**config.mk**
```make
export PLATFORM = sky130hd
export DESIGN_NAME = grid_scanner
export DESIGN_NICKNAME = d
export VERILOG_FILES = /design/src/rtl/grid_scanner.sv
export SDC_FILE = /design/constraint.sdc
export NUM_CORES = 1
export LEC_CHECK = 0
export CAP_MARGIN = 5
export CELL_PAD_IN_SITES_DETAIL_PLACEMENT = 0
export CELL_PAD_IN_SITES_GLOBAL_PLACEMENT = 1
export CORE_MARGIN = 1.5
export CORE_UTILIZATION = 34
export DETAILED_ROUTE_END_ITERATION = 10
export GPL_ROUTABILITY_DRIVEN = 0
export PLACE_DENSITY_LB_ADDON = 0.1
export SLEW_MARGIN = 20
export SYNTH_ARGS = -nofsm -noshare
export SYNTH_HDL_FRONTEND = slang
export SYNTH_SLANG_ARGS = --single-unit
```
**constraint.sdc**
```tcl
create_clock -name clock -period 3.38 [get_ports clock]
set_input_delay 0.676 -clock clock [delete_from_list [all_inputs] [get_ports clock]]
set_output_delay 0.676 -clock clock [all_outputs]
set_load 0.005 [all_outputs]
```
**src/rtl/grid_scanner.sv**
```systemverilog
// Grid cell sequencer: walks an address range and emits addr/col/row/pixel origin per cell.
// Latency: first cell valid the cycle after start; one cell per cycle while cell_ready is high; stalls hold outputs.
module grid_scanner #(
    parameter int COLS     = 16,
    parameter int ROWS     = 16,
    parameter int ADDR_W   = 9,
    parameter int POS_W    = 4,
    parameter int PIX_W    = 11,
    parameter int CELL_W   = 20,
    parameter int SPACING  = 5,
    parameter int ORIGIN_X = 0,
    parameter int ORIGIN_Y = 0
) (
    input  logic              clock,
    input  logic              reset,
    input  logic              start,
    input  logic              mode,
    input  logic [ADDR_W-1:0] first_addr,
    input  logic [ADDR_W-1:0] last_addr,
    input  logic              abort,
    input  logic              cell_ready,
    output logic              cell_valid,
    output logic [ADDR_W-1:0] cell_addr,
    output logic [POS_W-1:0]  cell_col,
    output logic [POS_W-1:0]  cell_row,
    output logic [PIX_W-1:0]  pix_x,
    output logic [PIX_W-1:0]  pix_y,
    output logic              busy,
    output logic              done,
    output logic [1:0]        status
);

    localparam int N    = COLS * ROWS;
    localparam int STEP = CELL_W + SPACING;

    typedef enum logic [1:0] {S_IDLE, S_SCAN, S_DONE} state_t;

    state_t              r_state, w_state_nxt;
    logic [ADDR_W-1:0]   r_addr, r_last;
    logic [POS_W-1:0]    r_col, r_row;
    logic [PIX_W-1:0]    r_pix_x, r_pix_y;
    logic [1:0]          r_status;

    logic [ADDR_W-1:0]   w_first, w_last;
    logic                w_range_ok, w_xfer, w_at_last;
    logic [POS_W-1:0]    w_col0, w_row0;
    logic [PIX_W-1:0]    w_px0, w_py0;

    assign w_first    = mode ? first_addr : '0;
    assign w_last     = mode ? last_addr  : ADDR_W'(N - 1);
    assign w_range_ok = (w_first <= w_last) && (int'(w_last) < N);
    assign w_xfer     = (r_state == S_SCAN) && cell_ready;
    assign w_at_last  = (r_addr == r_last);

    // Start position from a constant row-boundary table: no divider needed.
    always_comb begin
        w_row0 = '0;
        w_col0 = '0;
        w_py0  = PIX_W'(ORIGIN_Y);
        w_px0  = PIX_W'(ORIGIN_X);
        for (int r = 0; r < ROWS; r++) begin
            if (int'(w_first) >= r * COLS) begin
                w_row0 = POS_W'(r);
                w_col0 = POS_W'(int'(w_first) - r * COLS);
                w_py0  = PIX_W'(ORIGIN_Y + r * STEP);
            end
        end
        for (int c = 0; c < COLS; c++) begin
            if (w_col0 == POS_W'(c)) begin
                w_px0 = PIX_W'(ORIGIN_X + c * STEP);
            end
        end
    end

    always_ff @(posedge clock) begin
        if (reset) begin
            r_state <= S_IDLE;
        end else begin
            r_state <= w_state_nxt;
        end
    end

    always_comb begin
        w_state_nxt = r_state;
        case (r_state)
            S_IDLE:  if (start) w_state_nxt = w_range_ok ? S_SCAN : S_DONE;
            S_SCAN:  if ((w_xfer && w_at_last) || abort) w_state_nxt = S_DONE;
            S_DONE:  w_state_nxt = S_IDLE;
            default: w_state_nxt = S_IDLE;
        endcase
    end

    always_ff @(posedge clock) begin
        if (reset) begin
            r_addr   <= '0;
            r_last   <= '0;
            r_col    <= '0;
            r_row    <= '0;
            r_pix_x  <= '0;
            r_pix_y  <= '0;
            r_status <= 2'b00;
        end else begin
            case (r_state)
                S_IDLE: begin
                    if (start && w_range_ok) begin
                        r_addr  <= w_first;
                        r_last  <= w_last;
                        r_col   <= w_col0;
                        r_row   <= w_row0;
                        r_pix_x <= w_px0;
                        r_pix_y <= w_py0;
                    end else if (start) begin
                        r_status <= 2'b10;
                    end
                end
                S_SCAN: begin
                    // Outputs freeze on the last cell so row never steps past the grid.
                    if (w_xfer && !w_at_last) begin
                        r_addr <= r_addr + 1'b1;
                        if (r_col == POS_W'(COLS - 1)) begin
                            r_col   <= '0;
                            r_row   <= r_row + 1'b1;
                            r_pix_x <= PIX_W'(ORIGIN_X);
                            r_pix_y <= r_pix_y + PIX_W'(STEP);
                        end else begin
                            r_col   <= r_col + 1'b1;
                            r_pix_x <= r_pix_x + PIX_W'(STEP);
                        end
                    end
                    if (w_xfer && w_at_last) begin
                        r_status <= 2'b00;
                    end else if (abort) begin
                        r_status <= 2'b01;
                    end
                end
                default: ;
            endcase
        end
    end

    assign cell_valid = (r_state == S_SCAN);
    assign busy       = (r_state == S_SCAN);
    assign done       = (r_state == S_DONE);
    assign cell_addr  = r_addr;
    assign cell_col   = r_col;
    assign cell_row   = r_row;
    assign pix_x      = r_pix_x;
    assign pix_y      = r_pix_y;
    assign status     = r_status;

endmodule
```
# Word-level counts from Yosys, hierarchy flattened
# Cells that the tools add are included.
[word_totals]
mem_bits_ro = 0
mem_count = 0
inputBits = 24
mem_bits_rw = 0
latch_bits = 0
out_inout_bits = 44
wordCells = 175
reg_bits = 52
[classes]
multipliers = 0
div_mod_pow = 0
n_mux = 90
eq_ne = 26
add_sub_neg = 20
n_reduce_logical = 14
n_bitwise = 0
n_lt_le_gt_ge = 17
shifts = 0
[ops]
columns = ["operator", "count"]
rows = [
  ["two-way mux 11 bit", 34],
  ["two-way mux 4 bit", 35],
  [">= comparator 9 x 8 -> 1 bit (second input constant)", 8],
  ["subtractor 4 x 1 -> 4 bit (second input constant)", 15],
  ["one-hot mux 11 bit (2 select lines)", 2],
  ["equality test 4 bit (second input constant)", 9],
  [">= comparator 9 x 7 -> 1 bit (second input constant)", 4],
  ["two-way mux 9 bit", 4],
  ["adder 11 x 5 -> 11 bit (second input constant)", 2],
  [">= comparator 9 x 6 -> 1 bit (second input constant)", 2],
  ["one-hot mux 9 bit (2 select lines)", 1],
  ["equality test 4 x 3 -> 1 bit (second input constant)", 4],
  ["one-hot mux 4 bit (2 select lines)", 2],
  ["two-way mux 2 bit", 7],
  ["two-way mux 5 bit", 2],
  ["adder 9 x 1 -> 9 bit (second input constant)", 1],
  ["equality test 9 bit", 1],
  [">= comparator 9 x 5 -> 1 bit (second input constant)", 1],
  ["<= comparator 9 bit", 1],
  ["less-than comparator 9 bit (second input constant)", 1],
  ["adder 4 x 1 -> 4 bit (second input constant)", 2],
  ["equality test 4 x 2 -> 1 bit (second input constant)", 2],
  ["one-hot mux 2 bit (2 select lines)", 2],
  ["AND reduction 4 bit", 2],
  ["14 further kinds", 23],
]

# Longest topological paths before layout
[depth]
depth_word = 35
depth_mapped = 14
ltp_nobuf = 10

# Worst setup path after synthesis
# Ideal clock, no wire load.
[synth_path]
path_kind = "input to register"
startpoint = "input mode"
endpoint = "register r_pix_y[4] (netlist: pix_y[4])"
arrival_ps = 3089
path_buffers = 5
stages = 14
path_slack_ps = 156
t_required_ps = 3245
path_cell_list = "buf_6 clkbuf_1 clkbuf_1 nand2_1 ha_1 a221oi_2 o41ai_1 o21bai_1 o211a_1 buf_6 o22ai_4 buf_8 mux2i_1 a21oi_1"
[synth_between]
elab_chain_cells = 19
word_cells_on_any_way = 40
[synth_lines]
columns = ["item", "line_no", "rtl"]
rows = [
  ["start, declared", "17", "input logic mode,"],
  ["two-way mux 9 bit", "49", "assign w_first = mode ? first_addr : '0;"],
  [">= comparator 9 x 5 -> 1 bit", "62", "if (int'(w_first) >= r * COLS) begin"],
  ["two-way mux 5 bit", "62", ""],
  ["two-way mux 11 bit (14 in series)", "62", ""],
  ["two-way mux 11 bit", "105", "if (start && w_range_ok) begin"],
  ["one-hot mux 11 bit (2 select lines)", "103", "case (r_state)"],
  ["end signal, assigned", "111", "r_pix_y <= w_py0;"],
  ["end signal, assigned", "124", "r_pix_y <= r_pix_y + PIX_W'(STEP);"],
  ["end, declared", "41", "logic [PIX_W-1:0] r_pix_x, r_pix_y;"],
]
# Parallel ways exist; a longest one is shown, timed or not. The select of a mux whose other input is x is not followed.
# A chain may end at the register's enable or synchronous reset.

# Final worst setup path
[layout_path]
startpoint = "input mode"
endpoint = "register r_pix_y[1] (netlist: pix_y[1])"
[layout_between]
elab_chain_cells = 18
word_cells_on_any_way = 38
[layout_lines]
columns = ["item", "line_no"]
rows = [
  ["two-way mux 9 bit", "49"],
  [">= comparator 9 x 6 -> 1 bit", "62"],
  ["two-way mux 11 bit (14 in series)", "62"],
  ["two-way mux 11 bit", "105"],
  ["one-hot mux 11 bit (2 select lines)", "103"],
]
# Parallel ways exist; a longest one is shown, timed or not. The select of a mux whose other input is x is not followed.

==> impl_metrics.py <==
metrics = {
    "run_status": {
        "status": "completed",
    },
    "synth": {
        "synthCells": 455,
        "yosys_warnings": 0,
        "synth_seq_cells": 52,
        "seq_area_frac_synth_pct": 30.1,
        "synthFlopType": "dfxtp_1",
        "synth_area_sq_um": 3460,
        "yosysUniqueCellTypes": 60,
        "avgSynthCellArea_sq_um": 7.60,
        "synth_edf_count": 0,
        "synthArstFlopShare_pct": 0,
        "synth_fp_nets": 491,
    },
    "grt": {
        "grt_pass1_wl_microns": 16900,
        "grt_start_max_net_pins": 64,
        "antenna_found_initial": 0,
        "grt_overflow": 0,
        "grt_pass1_vias": 3260,
        "grtUsageTotal_pct": 19.1,
    },
    "sta": {
        "setup_viol": 0,
        "min_period_ps": 3200,
        "final-max-slew-violation-count": 0,
        "rsz0062_at_grt": "yes",
        "max_freq_ghz": 0.312,
        "relSlewSlack_pct": 59.5,
        "fin_skew_ps": 11.6,
        "period_share_pct": 94.7,
        "worst_pin_slew_ps": 608,
        "fin_ws_ps": 178,
        "hold_viol": 0,
    },
    "power_and_ir_drop": {
        "p_sw_share_pct": 34.7,
        "power_frac_comb_pct": 34.2,
        "p_sw_w": 0.000642,
        "p_int_w": 0.00121,
        "seqPwrFrac_pct": 40.3,
        "cellPowerDensity_nw_per_um2": 403,
        "p_leak_nw": 1.69,
        "pwr-share-clk_pct": 25.6,
        "finalPower_w": 0.00185,
        "ir_drop_mv": 0.175,
    },
    "clock_tree": {
        "clock-sinks": 52,
        "numCtsBuffers": 5,
        "tritoncts": "yes",
        "clk-insertion-delay-late_ps": 330,
        "clk_pin_slew_ps": 120,
        "holdBufCountCts": 0,
        "cts_root_buffer": "clkbuf_8",
        "clock_path_buffers": 2,
        "h-tree-depth": 2,
    },
    "worst_setup_path": {
        "path_class": "primary input to flip-flop",
        "max_stage_delay_ps": 500,
        "required_ps": 3630,
        "start_kind": "primary input",
        "cp_cell_sequence": "clkdlybuf4s50_1, buf_4, nand2_1, inv_1, ha_1, inv_1, o41ai_2, o21bai_1, o211a_1, buf_4, o22ai_2, or3b_2, o21ai_0",
        "end_kind": "flip-flop",
        "reg2reg_slack_ps": 1020,
        "critPathMaxFanout": 9,
        "arrival_ps": 3450,
        "path_buf_inv": 5,
        "crit_path_top_delay_cell": "clkdlybuf4s50_1",
        "cp_top_family": "buffers and inverters",
    },
    "detailed_routing": {
        "routed_wl_microns": 10700,
        "drt_pass1_iterations": 4,
        "drtAntennaViolNets": 0,
        "dr_total_vias": 3547,
        "drc": 0,
        "viasPerCell": 5.27,
        "wl_per_cell_microns": 15.8,
        "drt_iter0_markers": 204,
    },
    "finish": {
        "fill_cells": 1061,
        "seqCellArea_sq_um": 1040,
        "drive_gt1_share_pct": 12.4,
        "multi_input_area_sq_um": 2240,
        "num_antenna_cells": 0,
        "fin_nets": 575,
        "syn2layout_area_growth_pct": 32.6,
    },
    "die": {
        "fp.dieW_microns": 104,
        "die_h_microns": 104,
        "start_util_pct": 35.2,
        "dieArea_sq_um": 10800,
        "core_sq_um": 9820,
        "row_count": 36,
        "ios": 68,
    },
    "job": {
        "maxCapViolations": 0,
    },
    "place": {
        "portBuffers": 67,
        "dp_hpwl_microns": 7530,
        "pre_cts_ws_ps": -141,
    },
    "worst_hold_path": {
        "hold_class": "flip-flop to flip-flop",
    },
}
-- stage by stage --
| step | cells | hold WS (ps) | setup TNS (ps) | cell area, sq um | utilization [%] |
|---|---|---|---|---|---|
| after floorplan | 455 | 468 | 0 | 3460 | - |
| after global placement | 662 | 480 | -1040 | 4430 | 45.1 |
| after detailed placement | 662 | 483 | -2000 | 4430 | 45.1 |
| after CTS | 670 | 498 | 0 | 4550 | 46.3 |
| after global routing | 673 | 518 | -40.5 | 4580 | 46.7 |
| final | 673 | 495 | 0 | 4580 | 46.7 |
-- power groups by stage --
| stage | Clock (W) | Combinational [W] | Sequential, W |
|---|---|---|---|
| detailed placement | 0 | 0.000618 | 0.000758 |
| global route | 0.000498 | 0.000696 | 0.000755 |
| global placement | 0 | 0.000615 | 0.000756 |
| finish | 0.000472 | 0.000632 | 0.000744 |
| CTS | 0.000476 | 0.000621 | 0.000744 |
| floorplan | 0 | 0.000367 | 0.000745 |
-- final cells by class --
type,instances,share of cell area (%)
multi-input cells,363,48.8
flip-flops and latches,52,22.7
repair buffers,108,21.6
well taps,133,3.63
clock buffers,5,1.50
clock inverters,3,1.01
inverters,9,0.737
-- worst paths after layout --
check,end,cells past startpoint,start
min,pix_x[10]$_SDFFE_PP0P_,2,pix_x[10]$_SDFFE_PP0P_
max reg2reg,pix_y[1]$_SDFFE_PP0P_,6,cell_addr[5]$_SDFFE_PP0P_
max,pix_y[1]$_SDFFE_PP0P_,13,mode
min reg2reg,pix_x[10]$_SDFFE_PP0P_,2,pix_x[10]$_SDFFE_PP0P_
-- cell usage after synthesis, types with 3 or more instances --
library cell	n	area, sq um
nor2_1	52	195
nand3b_1	3	22.5
xor2_1	6	52.6
inv_1	8	30.0
nand3_1	20	100
and3_1	5	31.3
nand2b_1	15	93.8
nor3_1	22	110
ha_1	12	150
a31oi_1	5	31.3
nor2b_1	14	87.6
mux2i_1	6	60.1
dfxtp_1	52	1040
o211ai_1	4	30.0
nand4_1	3	18.8
buf_1	4	15.0
o32ai_1	8	70.1
nand2_1	33	124
buf_2	5	25.0
nor3b_1	6	45.0
a21oi_1	44	220
and2_1	8	50.1
clkbuf_1	18	67.6
xnor2_1	12	105
o21ai_0	33	165
or3_1	4	25.0
a211oi_1	10	75.1
buf_6	3	33.8
-- cell usage in the layout, fill, tap and decap left out, types with 14 or more instances in the layout --
master | Yosys | layout
a21oi_1 | 44 | 44
clkdlybuf4s50_1 | 0 | 66
nor2_1 | 52 | 52
dfxtp_1 | 52 | 52
buf_4 | 1 | 39
nand3_1 | 20 | 20
nor3_1 | 22 | 22
nand2_1 | 33 | 33
o21ai_0 | 33 | 33
nand2b_1 | 15 | 15
nor2b_1 | 14 | 14
-- flip-flops by register name, indices dropped and copies added (netlist names) --
register	cells
pix_x	11
pix_y	11
cell_addr	9
r_last	9
cell_col	4
cell_row	4
r_state	2
status	2
-- tightest hold or removal path: stages, from the launching register on --
cell,delay [ps]
dfxtp_1,330
o21ai_0,70
a21oi_1,60
-- per-layer routing --
metal	track usage [%]	vias to the layer above	routed length [microns]	share of wire [%]
met2	30.0	76	4850	45
met3	2.77	6	419	3.9
met1	27.3	1665	5310	50
met5	0	-	0	0
met4	5.06	0	80	0.75
li1	-	1800	-	-
-- logic make-up (layout without fill, tap and decap cells) --
kind of cell | count (synthesis) | after routing | synth area share (%)
simple gates | 194 | 194 | 28.2
mux | 6 | 6 | 1.74
flops | 52 | 52 | 30.1
buf+inv | 41 | 125 | 5.72
fa+ha+maj | 12 | 12 | 4.34
xor+xnor | 18 | 18 | 4.56
compound gates | 132 | 133 | 25.3
-- what timing repair did --
item / 4_1_cts / 5_1_grt
buffers inserted: 0 / 2
setup endpoints to repair: 0 / 13
resized for setup: 0 / 2
Note: power is estimated with default switching activity, not from simulation.
